### src/rtl/tex_spi_arbiter.sv
// rtl/tex_spi_arbiter.sv - two-requester arbiter and single-bit SPI READ sequencer for the texture flash
//
// Purpose:
//   Shares one external texture SPI flash between requester 0 (current-column
//   texel fetch) and requester 1 (background/preload fetch). Each transaction
//   is a standard READ: command 0x03, 24-bit address, then DATA_BITS data bits,
//   followed by CSB_GAP clk cycles with CSB high before the next grant.
//
// Configuration macro:
//   TEXSPI_RR_ARB_EN - defined: round-robin between requesters on a tie
//                      (pointer resets to "last granted = 1").
//                      undefined: fixed priority, requester 0 always wins.
//
// Ports:
//   clk, reset            - system clock, asynchronous active-high reset
//   i_req0/i_addr0        - requester 0 level request and 24-bit address
//   o_done0               - one-cycle pulse, o_data valid for requester 0
//   i_req1/i_addr1        - requester 1 level request and 24-bit address
//   o_done1               - one-cycle pulse, o_data valid for requester 1
//   o_data                - last word read, MSB first as received
//   o_busy                - high from grant edge until return to IDLE
//   o_grant               - requester owning the current/last transaction
//   o_tex_csb/o_tex_sclk  - flash chip select (active low) and SPI clock (clk/2)
//   o_tex_out0/o_tex_oeb0 - IO0 output data and output enable (active low)
//   i_tex_in              - MISO from the flash

module tex_spi_arbiter #(
    parameter int DATA_BITS = 6,
    parameter int CSB_GAP   = 2
) (
    input  logic                 clk,
    input  logic                 reset,
    input  logic                 i_req0,
    input  logic [23:0]          i_addr0,
    output logic                 o_done0,
    input  logic                 i_req1,
    input  logic [23:0]          i_addr1,
    output logic                 o_done1,
    output logic [DATA_BITS-1:0] o_data,
    output logic                 o_busy,
    output logic                 o_grant,
    output logic                 o_tex_csb,
    output logic                 o_tex_sclk,
    output logic                 o_tex_out0,
    output logic                 o_tex_oeb0,
    input  logic                 i_tex_in
);

    localparam logic [7:0] CMD_READ = 8'h03;
    localparam logic [4:0] DATA_LAST = 5'(DATA_BITS - 1);
    // The IDLE cycle before the next grant is itself one of the CSB-high
    // cycles, so the GAP state only covers the remaining CSB_GAP-1 cycles.
    localparam int GAP_W    = (CSB_GAP > 2) ? $clog2(CSB_GAP - 1) : 1;
    localparam int GAP_LOAD = (CSB_GAP >= 2) ? (CSB_GAP - 2) : 0;

    typedef enum logic [2:0] {
        S_IDLE,
        S_CMD,
        S_ADDR,
        S_DATA,
        S_GAP
    } state_t;

    state_t               state_q, state_d;
    logic [4:0]           bit_cnt_q, bit_cnt_d;
    logic [31:0]          tx_q, tx_d;
    logic [DATA_BITS-1:0] rx_q, rx_d;
    logic [DATA_BITS-1:0] data_q, data_d;
    logic [GAP_W-1:0]     gap_cnt_q, gap_cnt_d;
    logic                 done0_q, done0_d;
    logic                 done1_q, done1_d;
    logic                 busy_q, busy_d;
    logic                 grant_q, grant_d;
    logic                 csb_q, csb_d;
    logic                 sclk_q, sclk_d;
    logic                 out0_q, out0_d;
    logic                 oeb0_q, oeb0_d;
    logic                 sel;
    logic [DATA_BITS:0]   rx_shift;

`ifdef TEXSPI_RR_ARB_EN
    logic rr_last_q, rr_last_d;

    always_comb begin
        rr_last_d = rr_last_q;
        if (i_req0 && i_req1) begin
            sel = ~rr_last_q;
        end else begin
            sel = ~i_req0;
        end
        if (state_q == S_IDLE && (i_req0 || i_req1)) begin
            rr_last_d = sel;
        end
    end

    always_ff @(posedge clk or posedge reset) begin
        if (reset) begin
            rr_last_q <= 1'b1;
        end else begin
            rr_last_q <= rr_last_d;
        end
    end
`else
    always_comb begin
        sel = ~i_req0;
    end
`endif

    always_comb begin
        state_d   = state_q;
        bit_cnt_d = bit_cnt_q;
        tx_d      = tx_q;
        rx_d      = rx_q;
        data_d    = data_q;
        gap_cnt_d = gap_cnt_q;
        done0_d   = 1'b0;
        done1_d   = 1'b0;
        busy_d    = busy_q;
        grant_d   = grant_q;
        csb_d     = csb_q;
        sclk_d    = sclk_q;
        out0_d    = out0_q;
        oeb0_d    = oeb0_q;
        rx_shift  = {rx_q, i_tex_in};

        case (state_q)
            S_IDLE: begin
                if (i_req0 || i_req1) begin
                    grant_d   = sel;
                    // out0 presents the command MSB now; tx_q holds everything after it.
                    out0_d    = CMD_READ[7];
                    tx_d      = {CMD_READ[6:0], (sel ? i_addr1 : i_addr0), 1'b0};
                    csb_d     = 1'b0;
                    oeb0_d    = 1'b0;
                    sclk_d    = 1'b0;
                    busy_d    = 1'b1;
                    bit_cnt_d = 5'd0;
                    state_d   = S_CMD;
                end
            end
            S_CMD: begin
                if (!sclk_q) begin
                    sclk_d = 1'b1;
                end else begin
                    sclk_d    = 1'b0;
                    out0_d    = tx_q[31];
                    tx_d      = tx_q << 1;
                    bit_cnt_d = bit_cnt_q + 5'd1;
                    if (bit_cnt_q == 5'd7) begin
                        bit_cnt_d = 5'd0;
                        state_d   = S_ADDR;
                    end
                end
            end
            S_ADDR: begin
                if (!sclk_q) begin
                    sclk_d = 1'b1;
                end else begin
                    sclk_d    = 1'b0;
                    bit_cnt_d = bit_cnt_q + 5'd1;
                    if (bit_cnt_q == 5'd23) begin
                        // Release IO0 to the flash for the data phase.
                        bit_cnt_d = 5'd0;
                        out0_d    = 1'b0;
                        oeb0_d    = 1'b1;
                        state_d   = S_DATA;
                    end else begin
                        out0_d = tx_q[31];
                        tx_d   = tx_q << 1;
                    end
                end
            end
            S_DATA: begin
                if (!sclk_q) begin
                    sclk_d = 1'b1;
                end else begin
                    // Sample MISO on the edge that ends the high phase.
                    sclk_d    = 1'b0;
                    rx_d      = rx_shift[DATA_BITS-1:0];
                    bit_cnt_d = bit_cnt_q + 5'd1;
                    if (bit_cnt_q == DATA_LAST) begin
                        csb_d     = 1'b1;
                        data_d    = rx_shift[DATA_BITS-1:0];
                        done0_d   = ~grant_q;
                        done1_d   = grant_q;
                        gap_cnt_d = GAP_W'(GAP_LOAD);
                        if (CSB_GAP >= 2) begin
                            state_d = S_GAP;
                        end else begin
                            state_d = S_IDLE;
                            busy_d  = 1'b0;
                        end
                    end
                end
            end
            S_GAP: begin
                if (gap_cnt_q == '0) begin
                    state_d = S_IDLE;
                    busy_d  = 1'b0;
                end else begin
                    gap_cnt_d = gap_cnt_q - GAP_W'(1);
                end
            end
            default: begin
                state_d = S_IDLE;
                csb_d   = 1'b1;
                sclk_d  = 1'b0;
                out0_d  = 1'b0;
                oeb0_d  = 1'b1;
                busy_d  = 1'b0;
            end
        endcase
    end

    always_ff @(posedge clk or posedge reset) begin
        if (reset) begin
            state_q   <= S_IDLE;
            bit_cnt_q <= 5'd0;
            tx_q      <= 32'd0;
            rx_q      <= '0;
            data_q    <= '0;
            gap_cnt_q <= '0;
            done0_q   <= 1'b0;
            done1_q   <= 1'b0;
            busy_q    <= 1'b0;
            grant_q   <= 1'b0;
            csb_q     <= 1'b1;
            sclk_q    <= 1'b0;
            out0_q    <= 1'b0;
            oeb0_q    <= 1'b1;
        end else begin
            state_q   <= state_d;
            bit_cnt_q <= bit_cnt_d;
            tx_q      <= tx_d;
            rx_q      <= rx_d;
            data_q    <= data_d;
            gap_cnt_q <= gap_cnt_d;
            done0_q   <= done0_d;
            done1_q   <= done1_d;
            busy_q    <= busy_d;
            grant_q   <= grant_d;
            csb_q     <= csb_d;
            sclk_q    <= sclk_d;
            out0_q    <= out0_d;
            oeb0_q    <= oeb0_d;
        end
    end

    assign o_done0    = done0_q;
    assign o_done1    = done1_q;
    assign o_data     = data_q;
    assign o_busy     = busy_q;
    assign o_grant    = grant_q;
    assign o_tex_csb  = csb_q;
    assign o_tex_sclk = sclk_q;
    assign o_tex_out0 = out0_q;
    assign o_tex_oeb0 = oeb0_q;

endmodule

### config.mk
export PLATFORM = sky130hd
export DESIGN_NAME = tex_spi_arbiter
export DESIGN_NICKNAME = d
export VERILOG_FILES = /design/src/rtl/tex_spi_arbiter.sv
export SDC_FILE = /design/constraint.sdc
export NUM_CORES = 1
export LEC_CHECK = 0
export ABC_AREA = 1
export ABC_CLOCK_PERIOD_IN_PS = 2050
export CAP_MARGIN = 20
export CELL_PAD_IN_SITES_DETAIL_PLACEMENT = 2
export CELL_PAD_IN_SITES_GLOBAL_PLACEMENT = 2
export CORE_ASPECT_RATIO = 0.5
export CORE_MARGIN = 1.5
export CORE_UTILIZATION = 28
export CTS_CLUSTER_DIAMETER = 100
export CTS_CLUSTER_SIZE = 8
export DETAILED_ROUTE_END_ITERATION = 10
export GPL_TIMING_DRIVEN = 1
export PLACE_DENSITY = 0.79
export SETUP_SLACK_MARGIN = 0.5
export SYNTH_ARGS = -nofsm -noshare
export SYNTH_HDL_FRONTEND = slang
export SYNTH_SLANG_ARGS = --single-unit
### constraint.sdc
create_clock -name clk -period 2.05 [get_ports clk]
set_input_delay 0.41 -clock clk [delete_from_list [all_inputs] [get_ports clk]]
set_output_delay 0.41 -clock clk [all_outputs]
set_load 0.01 [all_outputs]
Word level (Yosys, flattened, before mapping)
Index checks and enable logic that the tools add are counted.

Add/sub/neg operators: 2. $mul: 0. Divide/modulo/power cells: 0. $lt $le $gt $ge: 0. Equal/unequal tests: 16. Shift-type cells: 0. Multiplexer cells: 48. Bitwise gates (word level): 7. Reduce and logical (&&, ||, !) cells: 21.

Operator list (count): 32-bit two-way mux (4); 32-bit case mux with 3 select lines (1); 5-bit two-way mux (6); 24-bit two-way mux (1); 3-bit two-way mux (8); 1-bit two-way mux (20); 5-bit case mux with 4 select lines (1); 2-bit inequality test (second input constant) (9); 3-bit case mux with 5 select lines (1); 1-bit case mux with 3 select lines (4); 4-bit AND reduction (3); 5-bit by 3-bit equality test with 1-bit output (second input constant) (2); 5-bit AND reduction (2); 3-bit AND reduction (3); 3-bit OR reduction (3); 8-bit AND reduction (1); 1-bit inverter (7); 3-bit by 2-bit equality test with 1-bit output (second input constant) (2); 2-bit AND reduction (3); 5-bit by 1-bit adder with 5-bit output (second input constant) (1); 5-bit equality test (second input constant) (1); 1-bit case mux with 4 select lines (1); 4-bit nonzero test (1); 3-bit by 1-bit equality test with 1-bit output (second input constant) (1); other kinds (8) (8).

Register bits: 60. Latch bits: 0. Bits in writable memories: 0. Memory bits (read-only): 0. Input bits: 53. Output and inout port bits: 14. Word-level logic and storage cells: 108. Memories kept: 0.

Logic depth before layout (Yosys ltp)
Depth after elaboration: 4. Depth in mapped cells: 11. Depth with buffers taken out: 11.

Least setup slack after synthesis
No wires, ideal clock.

Kind: reg-to-reg. Start: register bit_cnt_q[0]. End: register tx_q[10]. Setup time: 0.116 ns. Arrival: 1.388 ns. Path slack: 0.545 ns. Stages on the path, launching flop included: 12. Path buffers: 2. Clock period less this slack: 1.505 ns. Cell sequence: dfrtp_1 ha_1 nand2_1 inv_1 nand3_1 nand2_4 nand2_4 nand2_2 buf_6 buf_6 nand2_1 nand2_1.

Cells in the longest elaborated chain, start to end: 3.

RTL lines: start, declared (RTL line 65) `logic [4:0] bit_cnt_q, bit_cnt_d;`; start signal, assigned (RTL line 233) `bit_cnt_q <= bit_cnt_d;`; 5-bit equality test (RTL line 161) `if (bit_cnt_q == 5'd23) begin`; 2-bit inequality test (no line); 5-bit AND reduction (no line); end signal, assigned (RTL line 234) `tx_q <= tx_d;`; end, declared (RTL line 66) `logic [31:0] tx_q, tx_d;`.

No other way between the ends. A chain may end at the register's enable or synchronous reset.

Final worst setup path
Start: register state_q[2]. End: register tx_q[6].

Cells in the longest elaborated chain, start to end: 3. Elaborated cells on any way between the ends: 10.

RTL lines: start, declared (RTL line 64) `state_t state_q, state_d;`; start signal, assigned (RTL line 232) `state_q <= state_d;`; 3-bit by 2-bit equality test with 1-bit output (tied with other cells) (RTL line 126) `case (state_q)`; 2-bit inequality test (no line) or 3-bit nonzero test (tied branches); 5-bit AND reduction (no line).

Parallel ways exist; a longest one is shown, timed or not.

==> impl_metrics.csv <==
group,metric,value,unit
outcome,status,"complete, no violations",
critical_path,crit_top_cell,"nand2_1",
timing,fin_crit,1.69,ns
critical_path,worst-path-max-fanout,26,
route,vias,3319,
floorplan,io-pin-count,67,
global_routing,met1_usage,19.6,%
cells_and_area,fillers,1266,
clocking,cts_buffers,9,
cells_and_area,layout_commonest_cell,"nand2_1",
clocking,ctsHoldBuffers,0,
floorplan,coreArea,11000,um^2
pwr,power.density,1640,nW/um^2
flow_run,drv_cap,0,
route,routed_via_density,4.80,
timing,fin_skew,0.00753,ns
global_routing,grt_pass1_vias,3460,
global_routing,grt_usage,17.2,%
timing,fin_setup_tns,0,ns
floorplan,die_h,78.6,um
timing,setup_viol,0,
floorplan,fp.dieW,154,um
timing,hold_violations,0,
critical_path,ff2ff_setup_slack,0.36,ns
route,wirelength,12.4,mm
clocking,ctsRootBufferMaster,"clkbuf_16",
logic_synthesis,syn_avg_cell_area,7.05,um^2
route,drc,0,
logic_synthesis,synth_xor_xnor_area_share,0.547,%
logic_synthesis,yosysUniqueCellTypes,25,
logic_synthesis,synth-adder-area-share,0.782,%
timing,finalMaxSlewViolations,0,
logic_synthesis,synth-simple-area-share,35.8,%
critical_path,cpMaxStageDelayCell,"dfrtp_2",
min_path,min_path_type,"in -> async",
clocking,cts.sinks,58,
logic_synthesis,yosysWarningCount,0,
pwr,peakVddDrop,0.485,mV
critical_path,r2r_cells,8,
critical_path,r2r-end,"tx_q[6]",
global_routing,grt_max_degree,50,
critical_path,cp.arrival,1.90,ns
timing,fmax,592,MHz
timing,worst_slew_pin_slew,0.380,ns
route,drt_iter0_drc,84,
critical_path,end_kind,"flip-flop",
critical_path,path_cells,"buf_12 -> nor2_1 -> nand2_2 -> buf_8 -> nand2_1 -> nand2_1 -> nand3_1 -> nand2_1",
place,port-buffer-count,66,
place,hpwl,6.46,mm
timing,rsz0062_at_grt,"true",
timing,slew_headroom,74.6,%
place,place_ws,0.0880,ns
clocking,path_clk_slew,0.06,ns
logic_synthesis,synth_top_family_by_area,"simple AND/OR/NAND/NOR gates",
global_routing,top_usage_layer,"met2",
pwr,p_leak,2.42,nW
global_routing,grtUsageMet3,3.87,%
cells_and_area,final_cell_mix,"nand2_1, dfrtp_1, clkdlybuf4s50_1",
timing,min_period_over_period,82.4,%
timing,setup_ws,0.361,ns
clocking,cts_max_path_buffers,2,
critical_path,crit_buf_inv,2,
cells_and_area,areaGrowthSynthToFinish,48.3,%
critical_path,required,2.26,ns
critical_path,r2r_start,"state_q[2]",
global_routing,antenna_found_initial,0,
cells_and_area,diodes,0,
logic_synthesis,synth_fp_nets,509,
cells_and_area,nNetsFinal,596,
global_routing,grt.overflow.total,0,
floorplan,start_util,29.0,%
critical_path,cp_top_family,"simple AND/OR/NAND/NOR gates",
logic_synthesis,ys_seq_elements,58,
floorplan,dieArea,12100,um^2
clocking,worstSkewPairLatency,0.33,ns
critical_path,slowest_delay,0.49,ns
clocking,tritoncts,"done",
route,dr.pass1.iters,4,
logic_synthesis,muxShareOfSynthArea,0,%
logic_synthesis,synth_compound_area_share,8.37,%
critical_path,startpoint_type,"flip-flop",
place,gp_congestion,0.711,
clocking,ctsHtreeMaxLevel,3,
logic_synthesis,synth_area,3200,um^2
global_routing,grt_pass1_wl,16.5,mm
global_routing,grtUsageMet2,32.9,%
critical_path,crit_type,"reg -> reg",
logic_synthesis,synthCells,454,
route,ant_nets,0,
cells_and_area,layout-drive-gt1-share,19.4,%
logic_synthesis,yosysSeqAreaShare,45.4,%
floorplan,std_cell_rows,27,
route,avgRoutedWirePerCell,17.9,um
-- cells by family after synthesis --
kind of cell             after synthesis
AND/OR/NAND/NOR                      276
buffers and inverters                 68
flip-flops                            58
AO/OA/AOI/OAI                         48
XOR/XNOR                               2
adder cells (fa/ha/maj)                2
-- final cells by class --
type	count	area, um^2	share of cell area (%)
timing repair buffer	95	988	20.8
sequential	58	1460	30.7
inverter	48	191	4.03
clock inverter	6	57.6	1.21
tap	145	181	3.82
multi-input combinational	329	1640	34.6
clock buffer	10	229	4.82
-- worst register-to-register path, delay by kind of cell, from the launching register on --
kind | cells | cell delay (ns)
flip-flops | 1 | 0.49
buffers and inverters | 2 | 0.35
AND/OR/NAND/NOR | 6 | 0.74
-- worst max-delay path by stage --
stage | slack, ns | startpoint | endpoint | depth (start not counted)
after floorplan | 0.55 | bit_cnt_q[0] | tx_q[10] | 11
final | 0.36 | state_q[2] | tx_q[6] | 8
after detailed placement | 0.09 | i_req0 | tx_q[12] | 7
after global routing | 0.30 | state_q[0] | tx_q[31] | 8
after global placement | 0.18 | i_req0 | tx_q[5] | 7
after CTS | 0.45 | state_q[2] | tx_q[25] | 8
-- flip-flops by register name (all words and copies together), names as in the netlist --
register    cells
bit_cnt_q       5
tx_q           31
o_tex_csb       1
o_data          6
o_done1         1
rx_q            5
state_q         3
o_tex_out0      1
o_busy          1
o_tex_sclk      1
o_done0         1
o_grant         1
o_tex_oeb0      1
-- synth_stat cells --
library cell	count	area [um^2]
a21oi_1	1	5.00
a31oi_1	2	12.5
buf_2	13	65.1
buf_4	1	7.51
buf_6	2	22.5
clkbuf_1	4	15.0
dfrtp_1	56	1400
dfstp_2	2	52.6
ha_1	2	25.0
inv_1	44	165
inv_2	4	15.0
nand2_1	208	781
nand2_2	2	12.5
nand2_4	2	22.5
nand3_1	36	180
nand3_2	2	20.0
nand3b_1	4	30.0
nand4_1	1	6.26
nor2_1	15	56.3
nor2_2	5	31.3
o211ai_1	1	7.51
o21ai_0	38	190
o21ai_2	6	52.6
or2_2	1	6.26
xor2_1	2	17.5
-- report_power, final --
part	switching, mW	internal [mW]
clock network	0.561	0.932
registers	0.351	1.61
logic	2.65	1.67
-- metrics by stage --
step           std cells  utilization, %  area (um^2)  hold WS (ns)  power, mW
4_1_cts              676            40.1         4430         0.438       6.91
6_report             691            43.0         4750         0.416       7.77
3_3_place_gp         656            36.8         4070         0.448       5.04
5_1_grt              691            43.0         4750         0.447       8.35
3_5_place_dp         656            36.8         4070         0.459       5.19
2_1_floorplan        454               -         3200         0.442       4.01
-- layer usage --
metal  share of wire (%)  up-vias
li1                    -     1583
met1                  43     1650
met2                  52       62
met3                 2.8       24
met4                 2.1        0
met5                   0        -
-- repair_timing --
item,4_1_cts,5_1_grt
buffers inserted,4,12
gates resized for setup,32,49
pin swaps,2,12
endpoints found under the setup margin,58,52
hold endpoints to repair,0,0
cloned,0,3
Power figures use the tool's default switching activity.
